File: config.mk
export PLATFORM = sky130hd
export DESIGN_NAME = seq_div16
export DESIGN_NICKNAME = d
export VERILOG_FILES = /design/src/rtl/seq_div16.sv
export SDC_FILE = /design/constraint.sdc
export NUM_CORES = 1
export LEC_CHECK = 0
export BUFFER_PORTS_ARGS = -buffer_cell sky130_fd_sc_hd__buf_2
export CORE_MARGIN = 5
export CORE_UTILIZATION = 40
export CTS_CLUSTER_DIAMETER = 100
export DETAILED_ROUTE_END_ITERATION = 10
export GPL_TIMING_DRIVEN = 1
export REMOVE_ABC_BUFFERS = 1
export SLEW_MARGIN = 5
export SYNTH_ARGS = -nofsm -noshare
export SYNTH_HDL_FRONTEND = slang
export SYNTH_SLANG_ARGS = --single-unit
export TNS_END_PERCENT = 20
File: constraint.sdc
create_clock -name clk -period 3.4 [get_ports clk]
set_input_delay 0.34 -clock clk [delete_from_list [all_inputs] [get_ports clk]]
set_output_delay 0.34 -clock clk [all_outputs]
set_load 0.01 [all_outputs]
File: src/rtl/seq_div16.sv
// -----------------------------------------------------------------------------
// seq_div16 : multi-cycle unsigned restoring radix-2 divider
//
// Each clock in RUN performs one shift/trial-subtract step. A WIDTH-bit
// division therefore takes WIDTH iterations. Results are announced with a
// single-cycle done pulse and are then held until the next completion.
// A zero divisor skips iteration entirely: done is raised on the next cycle
// with quotient = all ones, remainder = dividend and div_by_zero = 1.
//
// Ports
//   clk          in   system clock, rising edge
//   rst_n        in   asynchronous active-low reset
//   start        in   request a division (accepted when busy = 0)
//   dividend     in   numerator, sampled on the accepting edge
//   divisor      in   denominator, sampled on the accepting edge
//   busy         out  operation in progress (state RUN)
//   done         out  one-cycle result-valid pulse
//   quotient     out  unsigned quotient (held between completions)
//   remainder    out  unsigned remainder (held between completions)
//   div_by_zero  out  last completed operation had a zero divisor
//   state_dbg    out  current FSM state, for observation
//
// Handshake: start is a request qualified by busy. On a rising edge where
// start = 1 and busy = 0, the operands are captured and the operation is
// committed; start while busy = 1 is ignored. done = 1 marks the single cycle
// in which quotient/remainder/div_by_zero first present the new result.
// -----------------------------------------------------------------------------
module seq_div16 #(
   parameter int WIDTH = 16
) (
   input  logic             clk,
   input  logic             rst_n,
   input  logic             start,
   input  logic [WIDTH-1:0] dividend,
   input  logic [WIDTH-1:0] divisor,
   output logic             busy,
   output logic             done,
   output logic [WIDTH-1:0] quotient,
   output logic [WIDTH-1:0] remainder,
   output logic             div_by_zero,
   output logic [1:0]       state_dbg
);

   localparam int CW = $clog2(WIDTH) + 1;

   typedef enum logic [1:0] {
      S_IDLE = 2'd0,
      S_RUN  = 2'd1,
      S_DONE = 2'd2
   } state_t;

   state_t           r_state;
   state_t           w_state_next;

   logic [WIDTH-1:0] r_div;        // latched divisor
   logic [WIDTH-1:0] r_rem;        // partial remainder
   logic [WIDTH-1:0] r_quo;        // dividend bits shifting out, quotient bits shifting in
   logic [CW-1:0]    r_cnt;        // iterations still to perform
   logic [WIDTH-1:0] r_quotient;
   logic [WIDTH-1:0] r_remainder;
   logic             r_dbz;

   logic [WIDTH:0]   w_shift;
   logic [WIDTH:0]   w_trial;
   logic             w_borrow;
   logic [WIDTH-1:0] w_rem_next;
   logic [WIDTH-1:0] w_quo_next;
   logic             w_last_iter;
   logic             w_div_zero;

   // One restoring step. The shifted remainder can reach WIDTH+1 bits, so
   // the trial subtract is carried out at WIDTH+1 bits; its MSB is the
   // borrow, which is set exactly when the divisor does not fit.
   always_comb begin
      w_shift     = {r_rem, r_quo[WIDTH-1]};
      w_trial     = w_shift - {1'b0, r_div};
      w_borrow    = w_trial[WIDTH];
      w_rem_next  = w_borrow ? w_shift[WIDTH-1:0] : w_trial[WIDTH-1:0];
      w_quo_next  = {r_quo[WIDTH-2:0], ~w_borrow};
      w_last_iter = (r_cnt == CW'(1));
      w_div_zero  = (divisor == '0);
   end

   // Next-state logic
   always_comb begin
      w_state_next = r_state;
      case (r_state)
         S_IDLE, S_DONE: begin
            if (start) begin
               w_state_next = w_div_zero ? S_DONE : S_RUN;
            end else begin
               w_state_next = S_IDLE;
            end
         end
         S_RUN: begin
            if (w_last_iter) begin
               w_state_next = S_DONE;
            end
         end
         default: w_state_next = S_IDLE;
      endcase
   end

   always_ff @(posedge clk or negedge rst_n) begin
      if (!rst_n) begin
         r_state <= S_IDLE;
      end else begin
         r_state <= w_state_next;
      end
   end

   // Datapath. The visible result registers are written only on completion
   // (last iteration or zero-divisor accept), so they hold during RUN.
   always_ff @(posedge clk or negedge rst_n) begin
      if (!rst_n) begin
         r_div       <= '0;
         r_rem       <= '0;
         r_quo       <= '0;
         r_cnt       <= '0;
         r_quotient  <= '0;
         r_remainder <= '0;
         r_dbz       <= 1'b0;
      end else begin
         case (r_state)
            S_RUN: begin
               r_rem <= w_rem_next;
               r_quo <= w_quo_next;
               r_cnt <= r_cnt - CW'(1);
               if (w_last_iter) begin
                  r_quotient  <= w_quo_next;
                  r_remainder <= w_rem_next;
               end
            end
            default: begin
               if (start) begin
                  if (w_div_zero) begin
                     r_quotient  <= '1;
                     r_remainder <= dividend;
                     r_dbz       <= 1'b1;
                  end else begin
                     r_div <= divisor;
                     r_rem <= '0;
                     r_quo <= dividend;
                     r_cnt <= CW'(WIDTH);
                     r_dbz <= 1'b0;
                  end
               end
            end
         endcase
      end
   end

   assign busy        = (r_state == S_RUN);
   assign done        = (r_state == S_DONE);
   assign quotient    = r_quotient;
   assign remainder   = r_remainder;
   assign div_by_zero = r_dbz;
   assign state_dbg   = r_state;

endmodule

==> impl_metrics.json <==
{
  "ios": 72,
  "ctsResizeCount": 0,
  "crit_type": "reg -> reg",
  "diodes": 0,
  "rsz0062_at_grt": "false",
  "cts_made_buffers": 9,
  "clk_latency_ns": 0.34,
  "finalNonFillerCells": 722,
  "synth_edf_count": 0,
  "ir_drop_v": 0.000431,
  "r2r-end": "r_rem[0]",
  "fillers": 1078,
  "grt_pass1_vias": 3880,
  "routedWlPerCell_um": 16.5,
  "dr_total_vias": 3894,
  "place_inst": 706,
  "final_nets": 628,
  "dr.pass1.iters": 5,
  "finalSetupViolations": 0,
  "start_kind": "flip-flop",
  "power_density_mw_per_mm2": 1200,
  "clockRootBuffer": "clkbuf_16",
  "p_leak_nw": 2.47,
  "synth.distinct_cells": 55,
  "synth_top_family_by_area": "compound AO/OA/AOI/OAI gates",
  "crit_fanout": 7,
  "r2r-start": "r_quo[15]",
  "slew_violations": 0,
  "postCtsSetupBuffers": 0,
  "yosys_warnings": 0,
  "status": "finished with violations",
  "route.detailed.drc": 0,
  "post-place-ws_ns": 0.414,
  "ff2ff_path_depth": 11,
  "drive_above_1_share_pct": 19.7,
  "critPathSlowestCell": "or3_1",
  "routabilityCongestion": 0.892,
  "cts.path.max_buffers": 2,
  "hp-class": "in -> async",
  "viasPerCell": 5.39,
  "min_period_ns": 3.02,
  "rows": 39,
  "max_stage_delay_ns": 0.51,
  "tritoncts": "built",
  "antenna_found_initial": 0,
  "syn_inst": 507,
  "drt_first_iter_violations": 233,
  "ys_async_sr_fraction_pct": 100,
  "reg2reg_slack_ns": 0.38,
  "clock_skew_ns": 0.00474,
  "ys_seq_area_share_pct": 47.4,
  "grt_pass1_wl_mm": 19.7,
  "postRouteAntennaNets": 0,
  "required_ns": 3.65,
  "die-width_um": 118,
  "layout_setup_ws_ns": 0.379,
  "failed_checks": "negative hold slack",
  "cts.sink_count": 88,
  "synthXorXnorAreaFrac_pct": 2.26,
  "dpl.hpwl_mm": 8.78,
  "synth_ff_type": "dfrtp_1",
  "synth_compound_area_share_pct": 20.3,
  "end_kind": "flip-flop",
  "slew_headroom_pct": 51.5,
  "die-height_um": 118,
  "regArea_mm2": 0.00220,
  "worst_pin_slew_ns": 0.727,
  "timing_hold_violations_final": 30,
  "syn_to_final_growth_pct": 17.6,
  "dieArea_mm2": 0.0139,
  "synth_seq_cells": 88,
  "finalCritPeriodShare_pct": 88.8,
  "synth_fa_ha_area_share_pct": 5.28,
  "worstPathCellList": "inv_1 > ha_1 > inv_1 > fa_1 > a211oi_1 > o211ai_1 > and3_4 > or3_1 > nand2_8 > mux2_2 > o21ai_0",
  "grt_usage_pct": 17.4,
  "arrival_ns": 3.27,
  "core-area_mm2": 0.0114,
  "holdBufCountCts": 0,
  "clk_pin_slew_ns": 0.06,
  "grt_start_max_net_pins": 49,
  "syn_area_per_cell_um2": 9.17,
  "synthMuxAreaShare_pct": 1.78,
  "synth-simple-area-share_pct": 18.4,
  "cts_max_level": 3,
  "syn_area_mm2": 0.00465,
  "fmax_mhz": 331,
  "multi_input_area_mm2": 0.00224,
  "hold_ws_ns": -0.0114,
  "grt-ovfl-total": 0,
  "drt-total-wl_mm": 11.9,
  "initial_core_util_pct": 40.7,
  "cpMostUsedCell": "inv_1",
  "cap_violations": 0,
  "numPortBuffers": 71
}
routing by layer:
metal / up-vias / GRT usage (%) / part of all wire [%]
met5: - / 0 / 0
met4: 0 / 6.09 / 1.6
met3: 14 / 3.12 / 3.8
met2: 78 / 27.4 / 47
met1: 1875 / 24.2 / 47
li1: 1927 / - / -
cells in the mapped netlist, drive strengths merged (2+ instances only):
cell type	count	area share, %
a211o	2	0.38
a21boi	3	0.48
a21o	9	1.5
a21oi	50	5.7
a31oi	21	2.8
and2	3	0.40
and3	4	0.67
buf	6	1.3
clkbuf	20	1.6
dfrtp	88	47
ha	18	4.8
inv	21	1.7
mux2	2	0.48
mux2i	6	1.3
nand2	77	6.6
nand2b	4	0.54
nand3	22	2.4
nand3b	2	0.32
nand4b	2	0.38
nor2	45	4.0
nor2b	4	0.54
nor3	5	0.89
nor4	4	0.54
nor4b	2	0.38
o211ai	4	0.65
o21ai	46	5.4
o22a	5	0.94
o22ai	6	0.81
or3	2	0.27
xnor2	9	1.7
xor2	3	0.57
how the worst max path moves through the flow:
stage | startpoint | to | slack (ns) | cells past startpoint
after detailed placement | r_quo[15] | r_rem[0] | 0.41 | 11
after CTS | r_quo[15] | r_rem[0] | 0.37 | 11
after global placement | r_quo[15] | r_rem[0] | 0.51 | 11
after floorplan | state_dbg[1] | remainder[11] | -0.43 | 5
after global routing | r_quo[15] | r_rem[0] | 0.16 | 11
final | r_quo[15] | r_rem[0] | 0.38 | 11
registers in the layout, indices dropped and copies added, names as in the netlist:
name	cells
r_rem	16
r_div	16
r_quo	16
div_by_zero	1
remainder	16
quotient	16
state_dbg	2
r_cnt	5
cell type report:
| cell class | instances | share of cell area, % |
|---|---|---|
| well taps | 143 | 3.27 |
| repair buffers | 82 | 8.06 |
| inverters | 21 | 1.44 |
| flip-flops and latches | 88 | 40.3 |
| clock inverters | 4 | 1.42 |
| clock buffers | 12 | 4.51 |
| multi-input cells | 372 | 41.0 |
report_power, final:
group          internal [W]  switching, W  total (W)
clock network      0.000667      0.000414    0.00108
logic               0.00149       0.00216    0.00365
registers           0.00154      0.000298    0.00184
total               0.00370       0.00287    0.00657
critical path, delay by kind of cell (launching register included):
family / cells / cell delay, ns
AO/OA/AOI/OAI: 3 / 0.61
adder cells (fa/ha/maj): 2 / 0.57
buffers and inverters: 2 / 0.13
flip-flops: 1 / 0.38
multiplexers: 1 / 0.35
AND/OR/NAND/NOR: 3 / 0.88
metrics by stage:
step / instance area (um^2) / hold WS [ns] / utilization [%] / total power, W / TNS [ns]
global route: 5470 / 0.0295 / 47.9 / 0.00712 / 0
finish: 5470 / -0.0114 / 47.9 / 0.00657 / 0
floorplan: 4510 / 0.0444 / - / 0.00449 / -7.90
global placement: 5140 / 0.366 / 45.0 / 0.00541 / 0
detailed placement: 5140 / 0.374 / 45.0 / 0.00549 / 0
CTS: 5470 / 0.00735 / 47.9 / 0.00660 / 0
cells in the final DEF, fill, tap and decap left out, types with 5 or more instances in the layout:
| master | count |
|---|---|
| a21o_1 | 9 |
| buf_4 | 12 |
| nor2_1 | 44 |
| nand2_1 | 76 |
| mux2i_1 | 6 |
| nand3_1 | 22 |
| o22a_1 | 5 |
| a21oi_1 | 48 |
| buf_2 | 70 |
| inv_1 | 21 |
| o21ai_0 | 36 |
| o22ai_1 | 6 |
| dfrtp_1 | 88 |
| a31oi_1 | 21 |
| o21ai_1 | 7 |
| clkbuf_16 | 9 |
| xnor2_1 | 9 |
| ha_1 | 18 |
logic make-up (layout without fill, tap and decap cells):
group           Yosys count  in the layout
buf+inv                  47            119
xor+xnor                 12             12
flops                    88             88
simple gates            179            179
fa+ha+maj                19             19
compound gates          154            154
mux                       8              8
No activity file was read; power rests on OpenSTA's default activity.
